[src/rtl/sobel_pkg.sv]
// sobel_pkg: shared sizes, sequencer states and result tag
// for the Sobel frame sequencer.
package sobel_pkg;

  localparam int LINE_WIDTH    = 64;
  localparam int PIX_PER_BEAT  = 8;
  localparam int BEATS_PER_ROW = LINE_WIDTH / PIX_PER_BEAT;

  typedef enum logic [2:0] {
    IDLE,
    CLEAR,
    PRIME,
    RUN,
    DRAIN,
    DONE
  } seq_state_t;

  typedef struct packed {
    logic [15:0] row;
    logic [7:0]  beat;
  } res_tag_t;

endpackage

[src/rtl/sobel_frame_sequencer_if.sv]
// sobel_frame_sequencer_if: control, pixel-in, datapath and
// result-out signals of the Sobel frame sequencer.
interface sobel_frame_sequencer_if;

  logic        start;
  logic        busy;
  logic        frame_done;
  logic        in_valid;
  logic        in_ready;
  logic [63:0] in_data;
  logic        sob_reset_n;
  logic        sob_clock_en;
  logic [31:0] sob_dataa;
  logic [31:0] sob_datab;
  logic [31:0] sob_result;
  logic        out_valid;
  logic        out_ready;
  logic [31:0] out_data;
  logic [15:0] out_row;
  logic [7:0]  out_beat;

  modport master (
    input  start,
    output busy,
    output frame_done,
    input  in_valid,
    output in_ready,
    input  in_data,
    output sob_reset_n,
    output sob_clock_en,
    output sob_dataa,
    output sob_datab,
    input  sob_result,
    output out_valid,
    input  out_ready,
    output out_data,
    output out_row,
    output out_beat
  );

  modport slave (
    output start,
    input  busy,
    input  frame_done,
    output in_valid,
    input  in_ready,
    output in_data,
    input  sob_reset_n,
    input  sob_clock_en,
    input  sob_dataa,
    input  sob_datab,
    output sob_result,
    input  out_valid,
    output out_ready,
    input  out_data,
    input  out_row,
    input  out_beat
  );

endinterface

[src/rtl/sobel_seq_out_fifo.sv]
// sobel_seq_out_fifo: 2-entry result+tag FIFO that decouples
// the non-stallable datapath from output backpressure.
module sobel_seq_out_fifo
  import sobel_pkg::*;
(
  input  logic        clock,
  input  logic        reset,
  input  logic        push,
  input  logic [31:0] push_data,
  input  res_tag_t    push_tag,
  input  logic        pop,
  output logic [31:0] head_data,
  output res_tag_t    head_tag,
  output logic [1:0]  count
);

  logic [31:0] data_q [2];
  res_tag_t    tag_q  [2];
  logic        wr_ptr;
  logic        rd_ptr;
  logic        do_push;
  logic        do_pop;

  assign do_pop  = pop && (count != 2'd0);
  assign do_push = push && ((count != 2'd2) || do_pop);

  // storage, written at the tail
  always_ff @(posedge clock) begin
    if (do_push) begin
      data_q[wr_ptr] <= push_data;
      tag_q[wr_ptr]  <= push_tag;
    end
  end

  // pointers and occupancy; push+pop together keeps count
  always_ff @(posedge clock) begin
    if (reset) begin
      wr_ptr <= 1'b0;
      rd_ptr <= 1'b0;
      count  <= 2'd0;
    end else begin
      if (do_push) wr_ptr <= ~wr_ptr;
      if (do_pop)  rd_ptr <= ~rd_ptr;
      unique case ({do_push, do_pop})
        2'b10:   count <= count + 2'd1;
        2'b01:   count <= count - 2'd1;
        default: count <= count;
      endcase
    end
  end

  assign head_data = data_q[rd_ptr];
  assign head_tag  = tag_q[rd_ptr];

endmodule

[src/rtl/sobel_frame_sequencer.sv]
// sobel_frame_sequencer: streams one frame of 8-px beats through
// the Sobel datapath. Define SOBEL_SEQ_PERF_EN for perf counters.
module sobel_frame_sequencer
  import sobel_pkg::*;
#(
  parameter int NUM_ROWS = 64
) (
  input  logic clock,
  input  logic reset,
  sobel_frame_sequencer_if.master bus
`ifdef SOBEL_SEQ_PERF_EN
  ,
  output logic [31:0] perf_frame_cycles,
  output logic [31:0] perf_stall_cycles
`endif
);

  localparam logic [7:0]  LAST_BEAT = 8'(BEATS_PER_ROW - 1);
  localparam logic [15:0] LAST_ROW  = 16'(NUM_ROWS - 1);

  seq_state_t  state;
  seq_state_t  state_nx;
  logic [15:0] row;
  logic [7:0]  beat;
  logic        pend;
  logic        pend_push;
  res_tag_t    pend_tag;
  logic [1:0]  fifo_count;
  logic [31:0] head_data;
  res_tag_t    head_tag;
  logic        rdy;
  logic        work;
  logic        busy;
  logic        frame_done;
  logic        issue;
  logic        row_end;
  logic        start_acc;
  logic        out_vld;
  logic        pop;
  logic        fifo_last;

  assign start_acc = bus.start && (state == IDLE);
  assign out_vld   = fifo_count != 2'd0;
  assign pop       = out_vld && bus.out_ready;
  assign issue     = bus.in_valid && rdy;
  assign row_end   = issue && (beat == LAST_BEAT);
  assign fifo_last = (fifo_count == 2'd0)
                  || ((fifo_count == 2'd1) && pop);

  // state register
  always_ff @(posedge clock) begin
    if (reset) state <= IDLE;
    else       state <= state_nx;
  end

  // next-state: drain ends the cycle the last result leaves
  always_comb begin
    state_nx = state;
    unique case (state)
      IDLE:  if (bus.start) state_nx = CLEAR;
      CLEAR: state_nx = PRIME;
      PRIME: if (row_end && row == 16'd1) state_nx = RUN;
      RUN:   if (row_end && row == LAST_ROW) state_nx = DRAIN;
      DRAIN: if (!pend && fifo_last) state_nx = DONE;
      DONE:  state_nx = IDLE;
      default: state_nx = IDLE;
    endcase
  end

  // outputs; RUN credits a same-cycle pop so 1 beat/cycle holds
  always_comb begin
    rdy        = 1'b0;
    work       = 1'b0;
    busy       = state != IDLE;
    frame_done = state == DONE;
    unique case (state)
      PRIME: begin
        rdy  = 1'b1;
        work = 1'b1;
      end
      RUN: begin
        work = 1'b1;
        rdy  = ({1'b0, fifo_count} + {2'b00, pend})
             < (3'd2 + {2'b00, pop});
      end
      default: ;
    endcase
  end

  // row/beat position of the next accepted beat
  always_ff @(posedge clock) begin
    if (reset || start_acc) begin
      row  <= 16'd0;
      beat <= 8'd0;
    end else if (issue) begin
      if (beat == LAST_BEAT) begin
        beat <= 8'd0;
        row  <= (row == LAST_ROW) ? 16'd0 : row + 16'd1;
      end else begin
        beat <= beat + 8'd1;
      end
    end
  end

  // beat in flight through the datapath and its output tag
  always_ff @(posedge clock) begin
    if (reset) begin
      pend      <= 1'b0;
      pend_push <= 1'b0;
      pend_tag  <= '0;
    end else begin
      pend      <= issue;
      pend_push <= issue && (state == RUN);
      if (issue) begin
        pend_tag.row  <= row - 16'd1;
        pend_tag.beat <= beat;
      end
    end
  end

  // datapath reset: low in reset and the cycle after a start
  always_ff @(posedge clock) begin
    if (reset) bus.sob_reset_n <= 1'b0;
    else       bus.sob_reset_n <= ~start_acc;
  end

  sobel_seq_out_fifo u_fifo (
    .clock     (clock),
    .reset     (reset),
    .push      (pend_push),
    .push_data (bus.sob_result),
    .push_tag  (pend_tag),
    .pop       (pop),
    .head_data (head_data),
    .head_tag  (head_tag),
    .count     (fifo_count)
  );

  assign bus.busy         = busy;
  assign bus.frame_done   = frame_done;
  assign bus.in_ready     = rdy;
  assign bus.sob_clock_en = issue;
  assign bus.sob_dataa    = bus.in_data[31:0];
  assign bus.sob_datab    = bus.in_data[63:32];
  assign bus.out_valid    = out_vld;
  assign bus.out_data     = head_data;
  assign bus.out_row      = head_tag.row;
  assign bus.out_beat     = head_tag.beat;

`ifdef SOBEL_SEQ_PERF_EN
  // frame length and input stall cycles, held after DONE
  always_ff @(posedge clock) begin
    if (reset || start_acc) begin
      perf_frame_cycles <= 32'd0;
      perf_stall_cycles <= 32'd0;
    end else begin
      if (state inside {CLEAR, PRIME, RUN, DRAIN})
        perf_frame_cycles <= perf_frame_cycles + 32'd1;
      if (work && bus.in_valid && !rdy)
        perf_stall_cycles <= perf_stall_cycles + 32'd1;
    end
  end
`endif

endmodule

[src/flat_wrapper.sv]
// flat-port wrapper written by rule: the top's interface ports become plain ports
module sobel_frame_sequencer_flat import sobel_pkg::*;
#(
  parameter int NUM_ROWS = 64
)
  (clock, reset, bus_start, bus_busy, bus_frame_done, bus_in_valid, bus_in_ready, bus_in_data, bus_sob_reset_n, bus_sob_clock_en, bus_sob_dataa, bus_sob_datab, bus_sob_result, bus_out_valid, bus_out_ready, bus_out_data, bus_out_row, bus_out_beat);
  sobel_frame_sequencer_if bus_i ();
  input  logic clock;
  input  logic reset;
  input wire logic [$bits(bus_i.start)-1:0] bus_start;
  output wire logic [$bits(bus_i.busy)-1:0] bus_busy;
  output wire logic [$bits(bus_i.frame_done)-1:0] bus_frame_done;
  input wire logic [$bits(bus_i.in_valid)-1:0] bus_in_valid;
  output wire logic [$bits(bus_i.in_ready)-1:0] bus_in_ready;
  input wire logic [$bits(bus_i.in_data)-1:0] bus_in_data;
  output wire logic [$bits(bus_i.sob_reset_n)-1:0] bus_sob_reset_n;
  output wire logic [$bits(bus_i.sob_clock_en)-1:0] bus_sob_clock_en;
  output wire logic [$bits(bus_i.sob_dataa)-1:0] bus_sob_dataa;
  output wire logic [$bits(bus_i.sob_datab)-1:0] bus_sob_datab;
  input wire logic [$bits(bus_i.sob_result)-1:0] bus_sob_result;
  output wire logic [$bits(bus_i.out_valid)-1:0] bus_out_valid;
  input wire logic [$bits(bus_i.out_ready)-1:0] bus_out_ready;
  output wire logic [$bits(bus_i.out_data)-1:0] bus_out_data;
  output wire logic [$bits(bus_i.out_row)-1:0] bus_out_row;
  output wire logic [$bits(bus_i.out_beat)-1:0] bus_out_beat;
  assign bus_i.start = bus_start;
  assign bus_busy = bus_i.busy;
  assign bus_frame_done = bus_i.frame_done;
  assign bus_i.in_valid = bus_in_valid;
  assign bus_in_ready = bus_i.in_ready;
  assign bus_i.in_data = bus_in_data;
  assign bus_sob_reset_n = bus_i.sob_reset_n;
  assign bus_sob_clock_en = bus_i.sob_clock_en;
  assign bus_sob_dataa = bus_i.sob_dataa;
  assign bus_sob_datab = bus_i.sob_datab;
  assign bus_i.sob_result = bus_sob_result;
  assign bus_out_valid = bus_i.out_valid;
  assign bus_i.out_ready = bus_out_ready;
  assign bus_out_data = bus_i.out_data;
  assign bus_out_row = bus_i.out_row;
  assign bus_out_beat = bus_i.out_beat;
  sobel_frame_sequencer #(.NUM_ROWS(NUM_ROWS)) u_core (.clock(clock), .reset(reset), .bus(bus_i));
endmodule
[config.mk]
export PLATFORM = sky130hd
export DESIGN_NAME = sobel_frame_sequencer_flat
export DESIGN_NICKNAME = d
export VERILOG_FILES = /design/src/rtl/sobel_pkg.sv /design/src/rtl/sobel_frame_sequencer_if.sv /design/src/rtl/sobel_seq_out_fifo.sv /design/src/rtl/sobel_frame_sequencer.sv /design/src/flat_wrapper.sv
export SDC_FILE = /design/constraint.sdc
export NUM_CORES = 1
export LEC_CHECK = 0
export CAP_MARGIN = 25
export CORE_MARGIN = 4
export CORE_UTILIZATION = 43
export CTS_CLUSTER_SIZE = 28
export DETAILED_ROUTE_END_ITERATION = 16
export PLACE_DENSITY = 0.8
export SETUP_SLACK_MARGIN = 0.5
export SLEW_MARGIN = 40
export SYNTH_ARGS = -nofsm -noshare
export SYNTH_HDL_FRONTEND = slang
export SYNTH_SLANG_ARGS = --single-unit
[constraint.sdc]
create_clock -name clock -period 3.7 [get_ports clock]
set_clock_uncertainty 0.1 [all_clocks]
set_input_delay 0.37 -clock clock [delete_from_list [all_inputs] [get_ports clock]]
set_output_delay 0.37 -clock clock [all_outputs]
set_load 0.05 [all_outputs]
==> impl_results.md <==
- # clock sinks: 171
- Ant diodes: 0
- DP Wirelength: 9840 µm
- Vias in the first global route: 4629
- Synth unique cells: 52
- Setup TNS: 0 ns
- Overall Global Routing Usage: 0.1474
- Drc violations: 0
- Chip width: 139.9 µm
- Post-Route Utilization: 0.5228
- Worst r2r path cells: 9
- H-tree Lvls: 4
- Vias: 4579
- CTS root buf: clkbuf_16
- Critical path, cell by cell: inv_1 > ha_1 > nor4b_1 > o21bai_2 > buf_4 > clkinvlp_4 > buf_4
- Die Footprint: 19560 µm²
- Slew margin rel.: 0.5526
- Avg Vias per Cell: 5.263
- Mapped Cells: 604
- Synth area leaders: edfxtp_1, dfxtp_1, mux2_2
- WP data required: 3.23 ns
- First-pass GRT wire length: 23510 µm
- Layout Nets: 748
- Worst hold-check path type: flip-flop to flip-flop
- CTS tree: done
- Clock slew at reported path FFs: 0.06 ns
- TritonCTS Buffers: 17
- Critical Path Start Type: flip-flop
- Final hold violation count: 0
- WL per Instance: 16.40 µm
- Leakage: 2.998 nW
- Origin of the critical flop-to-flop path: u_core.u_fifo.count[1]
- Internal: 3.521 mW
- Ys flop type: edfxtp_1
- Critical R2R Capture: u_core.row[8]
- Reg power frac: 0.427
- Clock Path Buffers: 2
- Drt total wl: 14270 µm
- Switching pwr: 1.470 mW
- Fmax: 337.0 MHz
- Crit path largest cell delay: 0.46 ns
- IO Count: 227
- Post-synth EDFFs: 112
- Starting DRT DRC Count: 324
- Status: finished, final reports clean
- Syn Nets: 714
- Delay-heaviest family, CP: buffers and inverters
- Antenna Nets Post-Route: 0
- Gr ovfl total: 0
- Max_cap viols: 0
- Core box area: 16820 µm²
- Critical-path top delay cell: nor4b_1
- CP most frequent cell: buf_4
- Largest net degree at the start of global routing: 31
- Global placer's final weighted congestion: 0.8362
- TritonRoute pass-1 iters: 5
- CP Class: flip-flop to primary output
- Post-Syn Area per Cell: 12.38 µm²
- VDD IR max: 0.3180 mV
- Fin crit share: 0.8020
- Register area share after synthesis: 0.6078
- Crit. End Element: primary output
- Clk network pwr share: 0.333
- Min cycle time layout: 2.967 ns
- Area grow syn2layout: 17.59%
- Core Rows: 47
- Critical path buffers and inverters: 4
- Yosys top cell area share: 0.4498
- Hold_buf cts: 0
- Die Span Y: 139.9 µm
- Initial antenna violation count: 0
- Synth Register Bits: 171
- Synth top cells by count: edfxtp_1, buf_4, dfxtp_1
- Hold path depth: 0
- Share of cells above drive strength 1: 0.1738
- Max Slew Vio Count: 0
- Dominant cell type by area after synthesis: edfxtp_1
- Most frequent cell after synthesis: edfxtp_1
- Switch share: 0.2945
- Gate power share: 0.240
- Worst EP arrival: 2.50 ns
- Synthesized area: 7477 µm²
- Final setup viols: 0
- Synth async-reset ratio: 0
- IO buf count: 98
- Startpoint of the worst hold path: u_core.pend_tag[16]
- Initial Util: 0.4446
- Power Density: 567.6 nW/µm²
- Max FO, Critical Path: 23
- Worst Tran Pin Value: 0.6711 ns
- Flop2flop setup slack: 0.88 ns
- Clock Latency Late Sink: 0.41 ns
- Min-Delay Endpoint: u_core.u_fifo.tag_q[1][16]
- RSZ-0062 raised after global routing: true
- FILL cells: 1386
- Warning count from the yosys run: 0
==> registers in the layout (all words and copies together) (netlist names), named ones only <==
name,flops
u_core.u_fifo.count,2
u_core.row,16
u_core.u_fifo.rd_ptr,1
u_core.u_fifo.data_q,64
u_core.u_fifo.wr_ptr,1
u_core.pend_tag,24
u_core.beat,8
u_core.pend,1
u_core.bus.sob_reset_n,1
u_core.state,3
u_core.pend_push,1
u_core.u_fifo.tag_q,48
==> power groups by stage <==
| stage | logic, mW | clock network (mW) | registers, mW |
|---|---|---|---|
| 2_1_floorplan | 1.03 | 0 | 2.14 |
| 3_3_place_gp | 1.18 | 0 | 2.17 |
| 3_5_place_dp | 1.20 | 0 | 2.17 |
| 4_1_cts | 1.21 | 1.70 | 2.13 |
| 5_1_grt | 1.26 | 1.78 | 2.14 |
| 6_report | 1.20 | 1.66 | 2.13 |
==> cells in the final DEF, fill, tap and decap left out, types with 4 or more instances in the layout <==
master,Yosys,layout
edfxtp_1,112,112
dfxtp_1,59,58
xnor2_1,12,12
nand2_1,48,48
nand3b_1,5,5
a32o_1,4,4
nor4_1,8,8
xor2_1,11,11
nand4_1,7,7
or3_1,6,6
a21oi_1,30,30
clkbuf_16,0,17
clkinvlp_4,0,4
clkdlybuf4s50_1,0,96
mux2_2,56,56
inv_1,9,9
o21ai_1,5,5
nor3_1,10,10
a211oi_1,8,8
nand3_1,11,11
o22ai_1,6,6
nor3b_1,5,5
ha_1,9,9
buf_4,64,10
o21ai_0,12,12
nor2_1,44,43
==> metrics by stage <==
stage          total power [mW]  setup slack [ns]  instances  hold WS (ns)  area (µm²)
6_report                  4.991            0.7326        870        0.3597        8792
5_1_grt                   5.193            0.4869        870        0.3612        8792
4_1_cts                   5.040            0.6053        870        0.3574        8792
3_5_place_dp              3.376            0.7604        839        0.3428        8238
3_3_place_gp              3.354            0.7544        839        0.3361        8238
2_1_floorplan             3.177            0.7303        604        0.3203        7480
==> logic make-up (layout without fill, tap and decap cells) <==
logic type | Yosys count | in the layout | synth area share
simple gates | 167 | 167 | 0.1176
flops | 171 | 171 | 0.6078
fa+ha+maj | 9 | 9 | 0.01506
xor+xnor | 23 | 23 | 0.02694
mux | 56 | 56 | 0.08434
buf+inv | 104 | 150 | 0.08668
compound gates | 74 | 74 | 0.06158
==> worst max-delay path by stage <==
| stage | startpoint | to | slack [ns] | cells after the start |
|---|---|---|---|---|
| global route | u_core.u_fifo.count[1] | bus_sob_clock_en | 0.49 | 7 |
| CTS | u_core.u_fifo.count[0] | bus_sob_clock_en | 0.61 | 7 |
| floorplan | u_core.u_fifo.count[1] | u_core.u_fifo.data_q[0][0] | 0.73 | 6 |
| detailed placement | bus_out_ready | u_core.row[8] | 0.76 | 8 |
| global placement | bus_out_ready | u_core.row[8] | 0.75 | 8 |
| finish | u_core.u_fifo.count[1] | bus_sob_clock_en | 0.73 | 7 |
==> layer usage <==
metal / up-vias / GRT usage / share of wire / wire length (µm)
li1: 2182 / - / - / -
met1: 2190 / 0.1961 / 0.45 / 6361
met2: 192 / 0.2350 / 0.47 / 6759
met3: 15 / 0.04494 / 0.070 / 999
met4: 0 / 0.04131 / 0.011 / 150
met5: - / 0 / 0 / 0
==> timing repair <==
item,4_1_cts,5_1_grt
endpoints found under the setup margin,1,3
resized for setup,1,4
setup buffers,0,0
pin swaps,0,0
==> final cells by class <==
class	count	area, µm²	share of cell area
flip-flops and latches	171	4546	0.5170
inverters	10	41.29	0.004696
repair buffers	109	1081	0.1230
multi-input cells	329	2293	0.2609
clock buffers	18	429.2	0.04881
clock inverters	13	126.4	0.01437
well taps	220	275.3	0.03131
(Power assumes the default switching activity.)
==> variant 1 (same settings) <==
The 6 states of `seq_state_t` get a one-hot encoding in 6 bits.
--- a/src/rtl/sobel_pkg.sv
+++ b/src/rtl/sobel_pkg.sv
@@ -8,9 +8,9 @@
 
-  typedef enum logic [2:0] {
-    IDLE,
-    CLEAR,
-    PRIME,
-    RUN,
-    DRAIN,
-    DONE
+  typedef enum logic [5:0] {
+    IDLE  = 6'b000001,
+    CLEAR = 6'b000010,
+    PRIME = 6'b000100,
+    RUN   = 6'b001000,
+    DRAIN = 6'b010000,
+    DONE  = 6'b100000
   } seq_state_t;
Behaviour: same outputs for any inputs over 4 cycles, from zero or initial values and one cycle with reset high; so few cycles prove little.
==> variant 1 against the unedited design <==
Design area up 1.1%. Synthesized area up 1.4%. Non-clock buffer count shrank 4. Wire length decreased by 1.6%. Total power up 2.1%. Setup slack better by 0.0083 ns. Worst hold slack lost 0.0023 ns. Register-to-register slack better by 0.16 ns. Count of clock-buffer cells in the layout is 10 higher. Global-route usage fell by 0.39 points. Critical path depth down 4. Sequential cell count rose by 3. Critical path type unchanged.
==> variant 1: results (changes against the unedited design) <==
[status]
status=complete, no violations  ; unchanged

[grt]
grt_pass1_wl_um=22500  ; was 23500 um
track_usage=0.143  ; was 0.147
grt_max_degree=57  ; was 31
grt_pass1_vias=4547  ; was 4629
antenna_found_initial=0  ; unchanged

[placement]
hpwlAfterDp_um=9650  ; was 9840 um
place_congestion=0.871  ; was 0.836
portBuffers=98  ; unchanged
pre_cts_ws_ns=0.852  ; was 0.760 ns

[setup_path]
critPathMaxStageDelay_ns=0.70  ; was 0.46 ns
crit_fanout=34  ; was 23
crit_arrival_ns=2.49  ; was 2.50 ns
reg2reg_to=u_core.row[9]  ; was u_core.row[8]
slowest_stage=clkdlybuf4s50_1  ; was nor4b_1
critical_path.top_delay_family=buffers and inverters  ; unchanged
regToRegStartpoint=u_core.row[0]  ; was u_core.u_fifo.count[1]
worstRegToRegCells=5  ; was 9
rrSetupSlack_ns=1.04  ; was 0.88 ns

[clock_tree]
clk_path_buf_depth=2  ; unchanged
htreeDepth=4  ; unchanged
cts_made_buffers=17  ; unchanged
clock-root-buffer=clkbuf_16  ; unchanged
clock_latency_ns=0.42

[sta]
setup_ws_ns=0.741  ; was 0.733 ns
holdWs_ns=0.357  ; was 0.360 ns
slew_headroom=0.513  ; was 0.553

[logic_synthesis]
synth_area_leaders=edfxtp_1 (44%), dfxtp_1 (16%), mux2_2 (8.3%)  ; was edfxtp_1 (45%), dfxtp_1 (16%), mux2_2 (8.4%)
ys_seq_area_frac=0.607  ; was 0.608
synth_nets=713  ; was 714
synth_commonest_cells=edfxtp_1 (112), buf_4 (65), dfxtp_1 (62)  ; was edfxtp_1 (112), buf_4 (64), dfxtp_1 (59)
synth_cell_types=53  ; was 52

[worst_hold_path]
hp-start=u_core.pend_tag[6]  ; was u_core.pend_tag[16]
worstHoldEndpoint=u_core.u_fifo.tag_q[0][6]  ; was u_core.u_fifo.tag_q[1][16]

[power_and_ir_drop]
leakagePower_uw=0.00300  ; about the same
max-vdd-ir-drop_mv=0.378  ; was 0.318 mV
p_int_uw=3600  ; was 3520 uW

[routing]
wl_per_cell_um=16.1  ; was 16.4 um
avgViaCountPerCell=5.20  ; was 5.26
first_pass_iters=4  ; was 5
drt_iter0_drc=284  ; was 324

[layout]
drive_above_1_share=0.161  ; was 0.174
nNetsFinal=743  ; was 748
n_fill_cell=1434  ; was 1386
diodes=0  ; unchanged

[variant 1: cell count changes after synthesis, sizes merged, moves of 5 or more]
cell and change:
o31ai +6, o22ai -5, o21ai -6, nand2 -9
or4 +7, nor3 -7, and3 +5, a211oi +9
[variant 1: layer usage]
layer  wire length (um)  track usage
met2               7210        0.246
met5                  0            0
met1               5950        0.172
met3                762       0.0472
met4                119       0.0454
[variant 1: worst register-to-register path: cells and delay by family (launching register included)]
family	cells	cell delay [ns]
DFF	1	0.56
AOI/OAI and AO/OA	1	0.54
adders and majority gates	1	0.27
and+or+nand+nor	3	1.05
[variant 1: metrics by stage]
stage	instances	area, um2	total power (uW)
detailed placement	839	8310	3450
global route	871	8890	5290
floorplan	603	7580	3250
finish	871	8890	5090
global placement	839	8310	3420
CTS	871	8890	5140
[variant 1: cell type report]
type                            instances  area share
Timing Repair Buffer                  105       0.119
Multi-Input combinational cell        324       0.262
Sequential cell                       174       0.518
Tap cell                              225      0.0317
Inverter                               11     0.00465
Clock inverter                          4     0.00253
Clock buffer                           28      0.0624
[variant 1: logic make-up after synthesis]
group	Yosys count	synth area share
xor gates and xnor gates	25	0.0289
AOI/OAI and AO/OA	77	0.0658
adders and majority gates	9	0.0149
DFF	174	0.607
and+or+nand+nor	156	0.111
muxes	57	0.0845
buffers and inverters	105	0.0873
[variant 1: power groups by stage]
stage | combinational [uW] | sequential (uW) | clock [uW]
3_5_place_dp | 1230 | 2220 | 0
5_1_grt | 1290 | 2180 | 1820
6_report | 1230 | 2170 | 1690
4_1_cts | 1240 | 2180 | 1730
3_3_place_gp | 1210 | 2210 | 0
2_1_floorplan | 1060 | 2180 | 0
[variant 1: repair_timing]
action / 4_1_cts / 5_1_grt
endpoints found under the setup margin: 0 / 2
hold endpoints to repair: 0 / 0
resized for setup: 0 / 2
hold buffers: 0 / 0
[variant 1: how the worst max path moves through the flow]
| stage | end | cells after the start | start |
|---|---|---|---|
| 6_report | bus_out_data[0] | 3 | register |
| 5_1_grt | bus_out_data[0] | 3 | register |
| 4_1_cts | bus_in_ready | 6 | u_core.u_fifo.count[1] |
| 3_5_place_dp | bus_in_ready | 5 | bus_out_ready |
| 3_3_place_gp | bus_in_ready | 5 | bus_out_ready |
| 2_1_floorplan | u_core.u_fifo.data_q[0][0] | 6 | u_core.u_fifo.count[1] |
==> variant 2 (same flow settings) <==
Without the edit above. `NUM_ROWS` is set to 64 in 2 places; all go to 48.
--- a/src/rtl/sobel_frame_sequencer.sv
+++ b/src/rtl/sobel_frame_sequencer.sv
@@ -5,3 +5,3 @@
 #(
-  parameter int NUM_ROWS = 64
+  parameter int NUM_ROWS = 48
 ) (
--- a/src/flat_wrapper.sv
+++ b/src/flat_wrapper.sv
@@ -3,3 +3,3 @@
 #(
-  parameter int NUM_ROWS = 64
+  parameter int NUM_ROWS = 48
 )
Function: same outputs for any inputs over 4 cycles, from zero or initial values and one cycle with reset high; that may be too few to reach the edited logic, so the function may still have changed.
==> variant 2 against the unedited design <==
Wire length grew 11%. Count of clock-buffer cells in the layout shrank 1. Maximum frequency shrank 3.0%. Sequential cell count is the same. First-iteration DRC count shrank 33%. Global-route usage grew 1.1 points. Total power shrank 1.4%. Design area grew 0.14%. Die area grew 1.3%. Setup slack lost 0.093 ns. Synthesized area grew 1.4%. Critical path type unchanged. Highest routed layer unchanged.
==> variant 2: results (changes against the unedited design) <==
[grt]
grt_max_degree=57  ; was 31
grt_util_met2=0.275  ; was 0.235
grt_pass1_wl_um=24600  ; was 23500 um
track_usage=0.158  ; was 0.147
met3_usage=0.0502  ; was 0.0449
met1_usage=0.181  ; was 0.196

[layout]
reg_top3=u_core.u_fifo.data_q x64, u_core.u_fifo.tag_q x48, u_core.pend_tag x24  ; unchanged
nNetsFinal=726  ; was 748
diodes=0  ; unchanged
drive_above_1_share=0.199  ; was 0.174

[logic_synthesis]
synth_nets=695  ; was 714
synth_commonest_cells=edfxtp_1 (112), buf_4 (67), dfxtp_1 (59)  ; was edfxtp_1 (112), buf_4 (64), dfxtp_1 (59)
synth-edff-count=112  ; unchanged
synth_xor_area_frac=0.0393  ; was 0.0269
synth_mux_area_frac=0.0832  ; was 0.0843
synth_compound_area_frac=0.0424  ; was 0.0616
synth_cell_types=57  ; was 52
synth_fa_ha_area_frac=0.0149  ; was 0.0151
ys_seq_area_frac=0.600  ; was 0.608
synth_area_leaders=edfxtp_1 (44%), dfxtp_1 (16%), mux2_2 (8.3%)  ; was edfxtp_1 (45%), dfxtp_1 (16%), mux2_2 (8.4%)

[placement]
place_congestion=0.811  ; was 0.836
portBuffers=98  ; unchanged
hpwlAfterDp_um=11000  ; was 9840 um

[status]
status=complete, no violations  ; unchanged

[clock_tree]
clk_path_buf_depth=2  ; unchanged
post_cts_resized=0  ; was 1
htreeDepth=4  ; unchanged
clock-root-buffer=clkbuf_16  ; unchanged
clock_latency_ns=0.42

[power_and_ir_drop]
leakagePower_uw=0.00290  ; was 0.00300 uW
max-vdd-ir-drop_mv=0.330  ; was 0.318 mV

[setup_path]
crit_fanout=30  ; was 23
crit_arrival_ns=2.59  ; was 2.50 ns

[routing]
first_pass_iters=4  ; was 5
routed_wl_um=15900  ; was 14300 um
vias=4477  ; was 4579
drt_iter0_drc=218  ; was 324

[sta]
tightest_slew_ns=0.791  ; was 0.671 ns

[worst_hold_path]
hp-start=u_core.pend_tag[7]  ; was u_core.pend_tag[16]

[variant 2: cells by family after synthesis]
kind of cell	after synthesis
compound gates	45
xor+xnor	34
fa+ha+maj	9
buf+inv	103
flops	171
mux	56
simple gates	167
[variant 2: stage by stage]
stage	setup WS (ns)	area (um2)	total power [uW]	instances
final	0.640	8800	4920	854
after global routing	0.551	8800	5110	854
after CTS	0.607	8800	4960	854
after detailed placement	1.05	8230	3280	822
after global placement	1.11	8230	3260	822
after floorplan	0.719	7580	3120	585
[variant 2: area by class of cell]
type	instances	area (um2)
Inverter	9	33.8
Timing Repair Buffer	106	1060
Fill cell	1400	8490
Sequential cell	171	4550
Multi-Input combinational cell	311	2310
Clock inverter	15	146
Clock buffer	17	425
Tap cell	225	282
[variant 2: final timing paths]
kind / end / slack, ns / cells past startpoint
max reg2reg: u_core.row[11] / 1.17 / 8
min reg2reg: u_core.u_fifo.tag_q[1][7] / 0.35 / 0
max: bus_out_row[14] / 0.64 / 3
min: u_core.u_fifo.tag_q[1][7] / 0.35 / 0
[variant 2: per-layer routing]
layer | routed length (um) | vias to the layer above | share of wire
met2 | 7940 | 183 | 0.50
met5 | 0 | - | 0
li1 | - | 2092 | -
met1 | 6260 | 2154 | 0.39
met4 | 404 | 0 | 0.025
met3 | 1250 | 48 | 0.079
[variant 2: where the power goes]
part	internal [uW]	leakage [uW]	switching [uW]
combinational	442	0.00115	673
clock	897	0.000276	787
sequential	2060	0.00146	63.5
[variant 2: worst max-delay path, stage by stage (launching register included)]
cell	delay (ns)
dfxtp_2	0.77
buf_12	0.29
mux2_2	0.36
clkdlybuf4s50_1	0.71
